## src/rtl/riscv_bitops_unit.sv

```systemverilog
// Iterative execution unit for the custom bit-operation instructions (bit count, bit reverse).
// Processes CHUNK operand bits per cycle and returns the result over a valid/ready handshake.
module riscv_bitops_unit #(
    parameter int                          CHUNK           = 8,
    parameter int                          BIT_OP_WIDTH    = 2,
    parameter logic [BIT_OP_WIDTH-1:0]     BIT_OP_BITCOUNT = BIT_OP_WIDTH'(0),
    parameter logic [BIT_OP_WIDTH-1:0]     BIT_OP_REVERSE  = BIT_OP_WIDTH'(1)
) (
    input  logic                    clk,
    input  logic                    rst,
    input  logic                    enable_i,
    input  logic [BIT_OP_WIDTH-1:0] operator_i,
    input  logic [31:0]             operand_i,
    output logic                    ready_o,
    output logic                    busy_o,
    output logic                    valid_o,
    output logic [31:0]             result_o,
    input  logic                    result_ready_i
);

    // state | meaning
    // IDLE  | waiting for a request, ready_o high
    // BUSY  | consuming CHUNK operand bits per cycle
    // DONE  | result presented on result_o until result_ready_i

    localparam int N  = 32 / CHUNK;
    localparam int CW = (N > 1) ? $clog2(N) : 1;

    typedef enum logic [1:0] {IDLE, BUSY, DONE} state_t;

    state_t          state_q;
    logic [31:0]     shift_q;
    logic [31:0]     rev_q;
    logic [5:0]      acc_q;
    logic [CW-1:0]   cnt_q;
    logic            is_rev_q;

    logic [CHUNK-1:0] chunk;
    logic [CHUNK-1:0] chunk_rev;
    logic [5:0]       chunk_pop;
    logic [31:0]      rev_next;
    logic [5:0]       acc_next;
    logic             last_iter;

    always_comb begin
        chunk     = shift_q[CHUNK-1:0];
        chunk_pop = '0;
        chunk_rev = '0;
        for (int i = 0; i < CHUNK; i++) begin
            chunk_pop    = chunk_pop + 6'(chunk[i]);
            chunk_rev[i] = chunk[CHUNK-1-i];
        end
        // Earlier (low-order) chunks are pushed toward the MSB end as later chunks enter at the LSB end.
        rev_next  = (rev_q << CHUNK) | 32'(chunk_rev);
        acc_next  = acc_q + chunk_pop;
        last_iter = (cnt_q == CW'(N - 1));
    end

    always_ff @(posedge clk) begin
        if (rst) begin
            state_q  <= IDLE;
            ready_o  <= 1'b1;
            busy_o   <= 1'b0;
            valid_o  <= 1'b0;
            result_o <= '0;
            shift_q  <= '0;
            rev_q    <= '0;
            acc_q    <= '0;
            cnt_q    <= '0;
            is_rev_q <= 1'b0;
        end else begin
            case (state_q)
                IDLE: begin
                    if (enable_i) begin
                        shift_q  <= operand_i;
                        rev_q    <= '0;
                        acc_q    <= '0;
                        cnt_q    <= '0;
                        is_rev_q <= (operator_i == BIT_OP_REVERSE);
                        ready_o  <= 1'b0;
                        if (operator_i == BIT_OP_BITCOUNT || operator_i == BIT_OP_REVERSE) begin
                            state_q <= BUSY;
                            busy_o  <= 1'b1;
                        end else begin
                            state_q  <= DONE;
                            valid_o  <= 1'b1;
                            result_o <= '0;
                        end
                    end
                end
                BUSY: begin
                    shift_q <= shift_q >> CHUNK;
                    rev_q   <= rev_next;
                    acc_q   <= acc_next;
                    cnt_q   <= cnt_q + 1'b1;
                    if (last_iter) begin
                        state_q  <= DONE;
                        busy_o   <= 1'b0;
                        valid_o  <= 1'b1;
                        result_o <= is_rev_q ? rev_next : {26'd0, acc_next};
                    end
                end
                DONE: begin
                    if (result_ready_i) begin
                        state_q  <= IDLE;
                        valid_o  <= 1'b0;
                        ready_o  <= 1'b1;
                        result_o <= '0;
                    end
                end
                default: begin
                    state_q  <= IDLE;
                    ready_o  <= 1'b1;
                    busy_o   <= 1'b0;
                    valid_o  <= 1'b0;
                    result_o <= '0;
                end
            endcase
        end
    end

endmodule

```

## config.mk

```make
export PLATFORM = sky130hd
export DESIGN_NAME = riscv_bitops_unit
export DESIGN_NICKNAME = d
export VERILOG_FILES = /design/src/rtl/riscv_bitops_unit.sv
export SDC_FILE = /design/constraint.sdc
export NUM_CORES = 1
export LEC_CHECK = 0
export BUFFER_PORTS_ARGS = -buffer_cell sky130_fd_sc_hd__buf_4
export CAP_MARGIN = 20
export CORE_UTILIZATION = 30
export DETAILED_ROUTE_END_ITERATION = 8
export GPL_TIMING_DRIVEN = 0
export SYNTH_ARGS = -nofsm -noshare
export SYNTH_HDL_FRONTEND = slang
export SYNTH_SLANG_ARGS = --single-unit
```

## constraint.sdc

```tcl
create_clock -name clk -period 3.5 [get_ports clk]
set_input_delay 0.175 -clock clk [delete_from_list [all_inputs] [get_ports clk]]
set_output_delay 0.175 -clock clk [all_outputs]
set_load 0.02 [all_outputs]
```

==> flow_summary.json, run 1 <==
{
  "syn2layout_area_growth_pct": 25.02,
  "numCtsBuffers": 9,
  "die_area_um2": 14680,
  "critPathArrivalTime_ns": 3.71,
  "place_congestion": 0.8303,
  "tns_ns": 0,
  "worstPathCellList": "fa_1, inv_1, fa_1, fa_1, fa_2, fa_2, inv_1, a21o_1, a21oi_1, or4_1, nand3_1",
  "multi_input_area_um2": 1928,
  "num_rows": 43,
  "peakVddDrop_v": 0.0002517,
  "num_vias": 3438,
  "fin_skew_ns": 0.008910,
  "antenna_found_initial": 0,
  "dr_wl_met2_mm": 5.030,
  "startpoint_type": "flop",
  "cp_max_fo": 4,
  "syn_area_per_cell_um2": 9.862,
  "dr_wl_met3_um": 545,
  "place_ws_ns": -0.04265,
  "dpl-instance-area_um2": 5026,
  "timing.final.ws_setup_ns": 0.07977,
  "relSlewSlack_pct": 51.53,
  "root_buffer": "clkbuf_16",
  "final_area_um2": 5326,
  "grt.overflow.total": 0,
  "synth_seq_cells": 102,
  "synth-edff-count": 0,
  "yosys_warnings": 0,
  "wl_per_cell_um": 15.28,
  "leakagePower_nw": 2.179,
  "layout.area.seq_um2": 2044,
  "maxUsedRoutingLayer": "met4",
  "grt_max_degree": 20,
  "critical_path.max_stage_delay_ns": 0.54,
  "die_height_um": 121.2,
  "drt_wl_total_mm": 10.70,
  "firstDrtPassIters": 5,
  "final_common_cell": "dfxtp_1",
  "place.port_buffers": 72,
  "setup-violations-final": 0,
  "initial_core_util_pct": 30.69,
  "end_kind": "flop",
  "ant_nets": 0,
  "synth_flop_cell": "dfxtp_1",
  "antennaDiodeCount": 0,
  "grt_pass1_vias": 3322,
  "clk_pin_slew_ns": 0.07,
  "maxCapViolations": 0,
  "cp_data_required_time_ns": 3.79,
  "final_core_util_pct": 38.37,
  "drv_slew": 0,
  "top_level_ports": 73,
  "critPathKind": "reg -> reg",
  "fill_cells": 1413,
  "dp_hpwl_mm": 7.944,
  "slowest_stage": "fa_1",
  "finalHoldViolations": 0,
  "final_cell_mix": "dfxtp_1, buf_4, nor2_1",
  "cts_tree": "done",
  "status": "finished clean",
  "grt_use_total_pct": 15.32,
  "grt_pass1_wl_mm": 17.34,
  "worst_slew_pin_slew_ns": 0.7271,
  "m1WireLength_mm": 5.001,
  "hp-class": "in -> reg",
  "drtIter0Drc": 217,
  "synth_cells": 432,
  "core_area_um2": 13880,
  "max_freq_ghz": 0.2924,
  "via_per_inst": 4.911,
  "cts_sinks": 102,
  "layout_worst_path_cycle_share_pct": 97.72,
  "yosysUniqueCellTypes": 46,
  "post-route-min-period_ns": 3.420,
  "die_x_um": 121.2,
  "clkLatencyLatePin_ns": 0.35,
  "syn_nets": 482,
  "clockBufferDepth": 2,
  "path_common_cell": "fa_1",
  "rsz0062_at_grt": "yes",
  "htree_levels": 3,
  "ys_seq_area_share_pct": 47.93,
  "post_cts_buffers": 0,
  "synth-async-reset-ratio_pct": 0,
  "drive_gt1_share_pct": 28.65,
  "fin_nets": 565,
  "syn_area_um2": 4260,
  "drc": 0,
  "powerDensity_nw_per_um2": 521.2
}
path summary, 6_finish.rpt:
kind	slack, ns	startpoint	endpoint	depth (start not counted)
worst max-delay path	0.08	shift_q[3]$_SDFFE_PP0P_	acc_q[4]$_SDFFE_PP0P_	11
worst min-delay path	0.06	operand_i[25]	shift_q[25]$_SDFFE_PP0P_	3
worst max register to register	0.08	shift_q[3]$_SDFFE_PP0P_	acc_q[4]$_SDFFE_PP0P_	11
worst min register to register	0.47	rev_q[17]$_SDFFE_PP0P_	result_o[25]$_SDFFE_PP0P_	1
registers in the layout, summed over array words and instances, names as in the netlist, 2 cells and up:
signal,count
result_o,32
shift_q,32
rev_q,24
acc_q,6
cnt_q,2
state_q,2
power by group:
group          switching (mW)  internal, mW
clock                   0.473         0.500
sequential             0.0477          1.22
combinational           0.308         0.226
total                   0.829          1.95
synth_stat cells, types with 2 or more instances:
| cell | number | area share (%) |
|---|---|---|
| a311oi_2 | 21 | 7.4 |
| nand3b_1 | 4 | 0.70 |
| a21oi_1 | 11 | 1.3 |
| ha_1 | 7 | 2.1 |
| nor2_1 | 68 | 6.0 |
| nand2b_1 | 4 | 0.59 |
| fa_1 | 5 | 2.3 |
| a311oi_1 | 3 | 0.62 |
| nor3_1 | 2 | 0.23 |
| xor2_1 | 2 | 0.41 |
| buf_2 | 11 | 1.3 |
| clkbuf_1 | 5 | 0.44 |
| o21ai_0 | 4 | 0.47 |
| buf_4 | 8 | 1.4 |
| mux2_2 | 2 | 0.53 |
| nand3_1 | 3 | 0.35 |
| a211oi_1 | 3 | 0.53 |
| a22o_1 | 29 | 6.0 |
| buf_1 | 2 | 0.18 |
| o21bai_1 | 2 | 0.35 |
| buf_6 | 8 | 2.1 |
| a22oi_1 | 36 | 6.3 |
| dfxtp_1 | 102 | 48 |
| o21ai_1 | 2 | 0.23 |
| nand2_1 | 55 | 4.8 |
| inv_1 | 13 | 1.1 |
through the flow:
stage	hold WS (ns)	power, mW	cells
final	0.06297	2.776	700
after detailed placement	0.4244	1.824	684
after floorplan	0.3233	1.655	432
after global routing	0.06827	2.917	700
after CTS	0.06381	2.796	700
after global placement	0.4120	1.809	684
critical path: cells and delay by family (launching register included):
kind,cells,cell delay (ns)
buf+inv,2,0.11
compound gates,2,0.22
flops,1,0.35
fa+ha+maj,5,2.21
simple gates,2,0.48
layer usage:
metal  global-route usage [%]  vias to the layer above
li1                         -                     1714
met1                    19.67                     1619
met2                    25.36                       93
met3                    3.853                       12
met4                    4.244                        0
met5                        0                        -
layout make-up:
class,instances,share of cell area [%]
Sequential cell,102,38.38
Timing Repair Buffer,72,10.15
Multi-Input combinational cell,282,36.20
Inverter,13,0.9161
Buffer,35,4.628
Clock buffer,9,4.228
Tap cell,180,4.228
Clock inverter,7,1.268
cells by family after synthesis:
group,share of synthesized area [%]
buffers and inverters,6.931
XOR/XNOR,0.6169
adder cells (fa/ha/maj),4.405
flip-flops,47.93
multiplexers,0.5286
AND/OR/NAND/NOR,14.42
AO/OA/AOI/OAI,25.17
timing repair:
item,4_1_cts,5_1_grt
pin swaps,0,0
resized for setup,2,3
endpoints found under the setup margin,1,2
hold buffers,0,0
No activity file was read; power rests on OpenSTA's default activity.
==> run 2, diff against run 1 <==
--- a/config.mk
+++ b/config.mk
@@ -12,2 +12,3 @@
 export GPL_TIMING_DRIVEN = 0
+export MAX_ROUTING_LAYER = met4
 export SYNTH_ARGS = -nofsm -noshare
--- a/constraint.sdc
+++ b/constraint.sdc
@@ -3,2 +3,2 @@
 set_output_delay 0.175 -clock clk [all_outputs]
-set_load 0.02 [all_outputs]
+set_load 0.05 [all_outputs]
==> flow_summary.json, run 2 (synthesis results as in run 1) <==
{
  "post_cts_buffers": 0,
  "cp.buffers_inverters": 2,
  "tns_ns": 0,
  "relSlewSlack_pct": 51.67,
  "p_switching_mw": 0.8365,
  "layout_worst_path_cycle_share_pct": 97.93,
  "place_congestion": 0.8430,
  "pwr-share-seq_pct": 45.6,
  "dpl-instance-area_um2": 5026,
  "antennaDiodeCount": 0,
  "worstPathCellList": "fa_1, inv_1, fa_1, fa_1, fa_2, fa_2, inv_1, a21o_1, a21oi_1, or4_1, nand3_1",
  "die_area_um2": 14680,
  "hold_end": "shift_q[25]$_SDFFE_PP0P_",
  "power_mw": 2.784,
  "comb_power_share_pct": 19.6,
  "max_freq_ghz": 0.2918,
  "clockBufferDepth": 2,
  "fill_cells": 1413,
  "grt_use_total_pct": 15.74,
  "largestRegisters": "result_o x32, shift_q x32, rev_q x24",
  "drt_wl_total_mm": 10.72,
  "dp_hpwl_mm": 7.944,
  "hp-class": "in -> reg",
  "critPathTopFamily": "adder cells",
  "final_cell_mix": "dfxtp_1, buf_4, nor2_1",
  "core_area_um2": 13880,
  "startpoint_type": "flop",
  "fin_skew_ns": 0.008322,
  "root_buffer": "clkbuf_16",
  "timing.rr.end": "acc_q[4]$_SDFFE_PP0P_",
  "critical_path.max_stage_delay_ns": 0.54,
  "critPathKind": "reg -> reg",
  "numCtsBuffers": 9,
  "die_height_um": 121.2,
  "cp_max_fo": 4,
  "die_x_um": 121.2,
  "cp_num_cells": 11,
  "drc": 0,
  "leakagePower_nw": 2.179,
  "clkLatencyLatePin_ns": 0.35,
  "hold_start": "operand_i[25]",
  "grt_pass1_wl_mm": 17.34,
  "path_common_cell": "fa_1",
  "ant_nets": 0,
  "final_common_cell": "dfxtp_1",
  "peakVddDrop_v": 0.0002515,
  "grt_pass1_vias": 3319,
  "antenna_found_initial": 0,
  "clk_pin_slew_ns": 0.07,
  "cts_sinks": 102,
  "cts_tree": "done",
  "syn2layout_area_growth_pct": 25.02,
  "drive_gt1_share_pct": 28.65,
  "via_per_inst": 4.913,
  "swShare_pct": 30.05,
  "post-route-min-period_ns": 3.428,
  "drv_slew": 0,
  "end_kind": "flop",
  "wl_per_cell_um": 15.31,
  "critPathArrivalTime_ns": 3.72,
  "top_level_ports": 73,
  "power.share.clock_pct": 34.8,
  "rsz0062_at_grt": "yes",
  "num_vias": 3439,
  "slowest_stage": "fa_1",
  "timing.rr.start": "shift_q[3]$_SDFFE_PP0P_",
  "initial_core_util_pct": 30.69,
  "drtIter0Drc": 233,
  "powerDensity_nw_per_um2": 522.7,
  "status": "finished clean",
  "place.port_buffers": 72,
  "rr_worst_depth": 11,
  "setup-violations-final": 0,
  "num_rows": 43,
  "cp_data_required_time_ns": 3.79,
  "firstDrtPassIters": 4,
  "critPathLaunch": "shift_q[3]$_SDFFE_PP0P_",
  "final_area_um2": 5326,
  "finalHoldViolations": 0,
  "reg2reg_setup_slack_ns": 0.07,
  "worst_slew_pin_slew_ns": 0.7250,
  "grt.overflow.total": 0,
  "maxCapViolations": 0,
  "fin_nets": 565,
  "p_int_mw": 1.948,
  "grt_max_degree": 20,
  "hold_depth": 3,
  "htree_levels": 3
}
run 2: cell counts in the layout (fill, tap and decap cells not counted):
Identical to the previous run, type by type.
run 2: layout make-up:
class / instances / area [µm²] / share of cell area, %
Timing Repair Buffer: 72 / 540.5 / 10.15
Buffer: 35 / 246.5 / 4.628
Sequential cell: 102 / 2044 / 38.38
Tap cell: 180 / 225.2 / 4.228
Clock inverter: 7 / 67.56 / 1.268
Inverter: 13 / 48.80 / 0.9161
Clock buffer: 9 / 225.2 / 4.228
Multi-Input combinational cell: 282 / 1928 / 36.20
run 2: metal layers:
metal	global-route usage [%]	vias up	part of all wire, %
met4	4.244	0	1.1
met5	-	-	0
met2	25.36	90	47
met1	19.72	1623	47
met3	3.712	12	4.4
li1	-	1714	-
run 2: worst max-delay path by stage:
| stage | to | slack, ns |
|---|---|---|
| floorplan | acc_q[4]$_SDFFE_PP0P_ | 0.15 |
| global placement | acc_q[4]$_SDFFE_PP0P_ | 0.004 |
| detailed placement | acc_q[4]$_SDFFE_PP0P_ | -0.04 |
| CTS | acc_q[4]$_SDFFE_PP0P_ | 0.02 |
| global route | acc_q[4]$_SDFFE_PP0P_ | -0.04 |
| finish | acc_q[4]$_SDFFE_PP0P_ | 0.07 |
run 2: stage by stage:
stage	hold slack [ns]	cells	utilization, %	setup WS, ns
after floorplan	0.3233	432	-	0.1482
after global placement	0.4120	684	36.21	0.004325
after detailed placement	0.4244	684	36.21	-0.04265
after CTS	0.06381	700	38.35	0.01843
after global routing	0.06818	700	38.37	-0.03867
final	0.06442	700	38.37	0.07246
run 2: worst min-delay path: cells and delay by family:
kind | cells | cell delay [ns]
compound gates | 1 | 0.05
simple gates | 1 | 0.08
buf+inv | 1 | 0.07
run 2: power groups by stage:
| stage | logic, mW | registers (mW) | clock network [mW] |
|---|---|---|---|
| after global placement | 0.525 | 1.29 | 0 |
| after CTS | 0.544 | 1.27 | 0.993 |
| after floorplan | 0.372 | 1.29 | 0 |
| after global routing | 0.610 | 1.28 | 1.04 |
| final | 0.545 | 1.27 | 0.970 |
| after detailed placement | 0.538 | 1.30 | 0 |
run 2: timing repair:
item / CTS / global route
gates resized for setup: 2 / 3
hold buffers: 0 / 0
setup endpoints to repair: 1 / 2
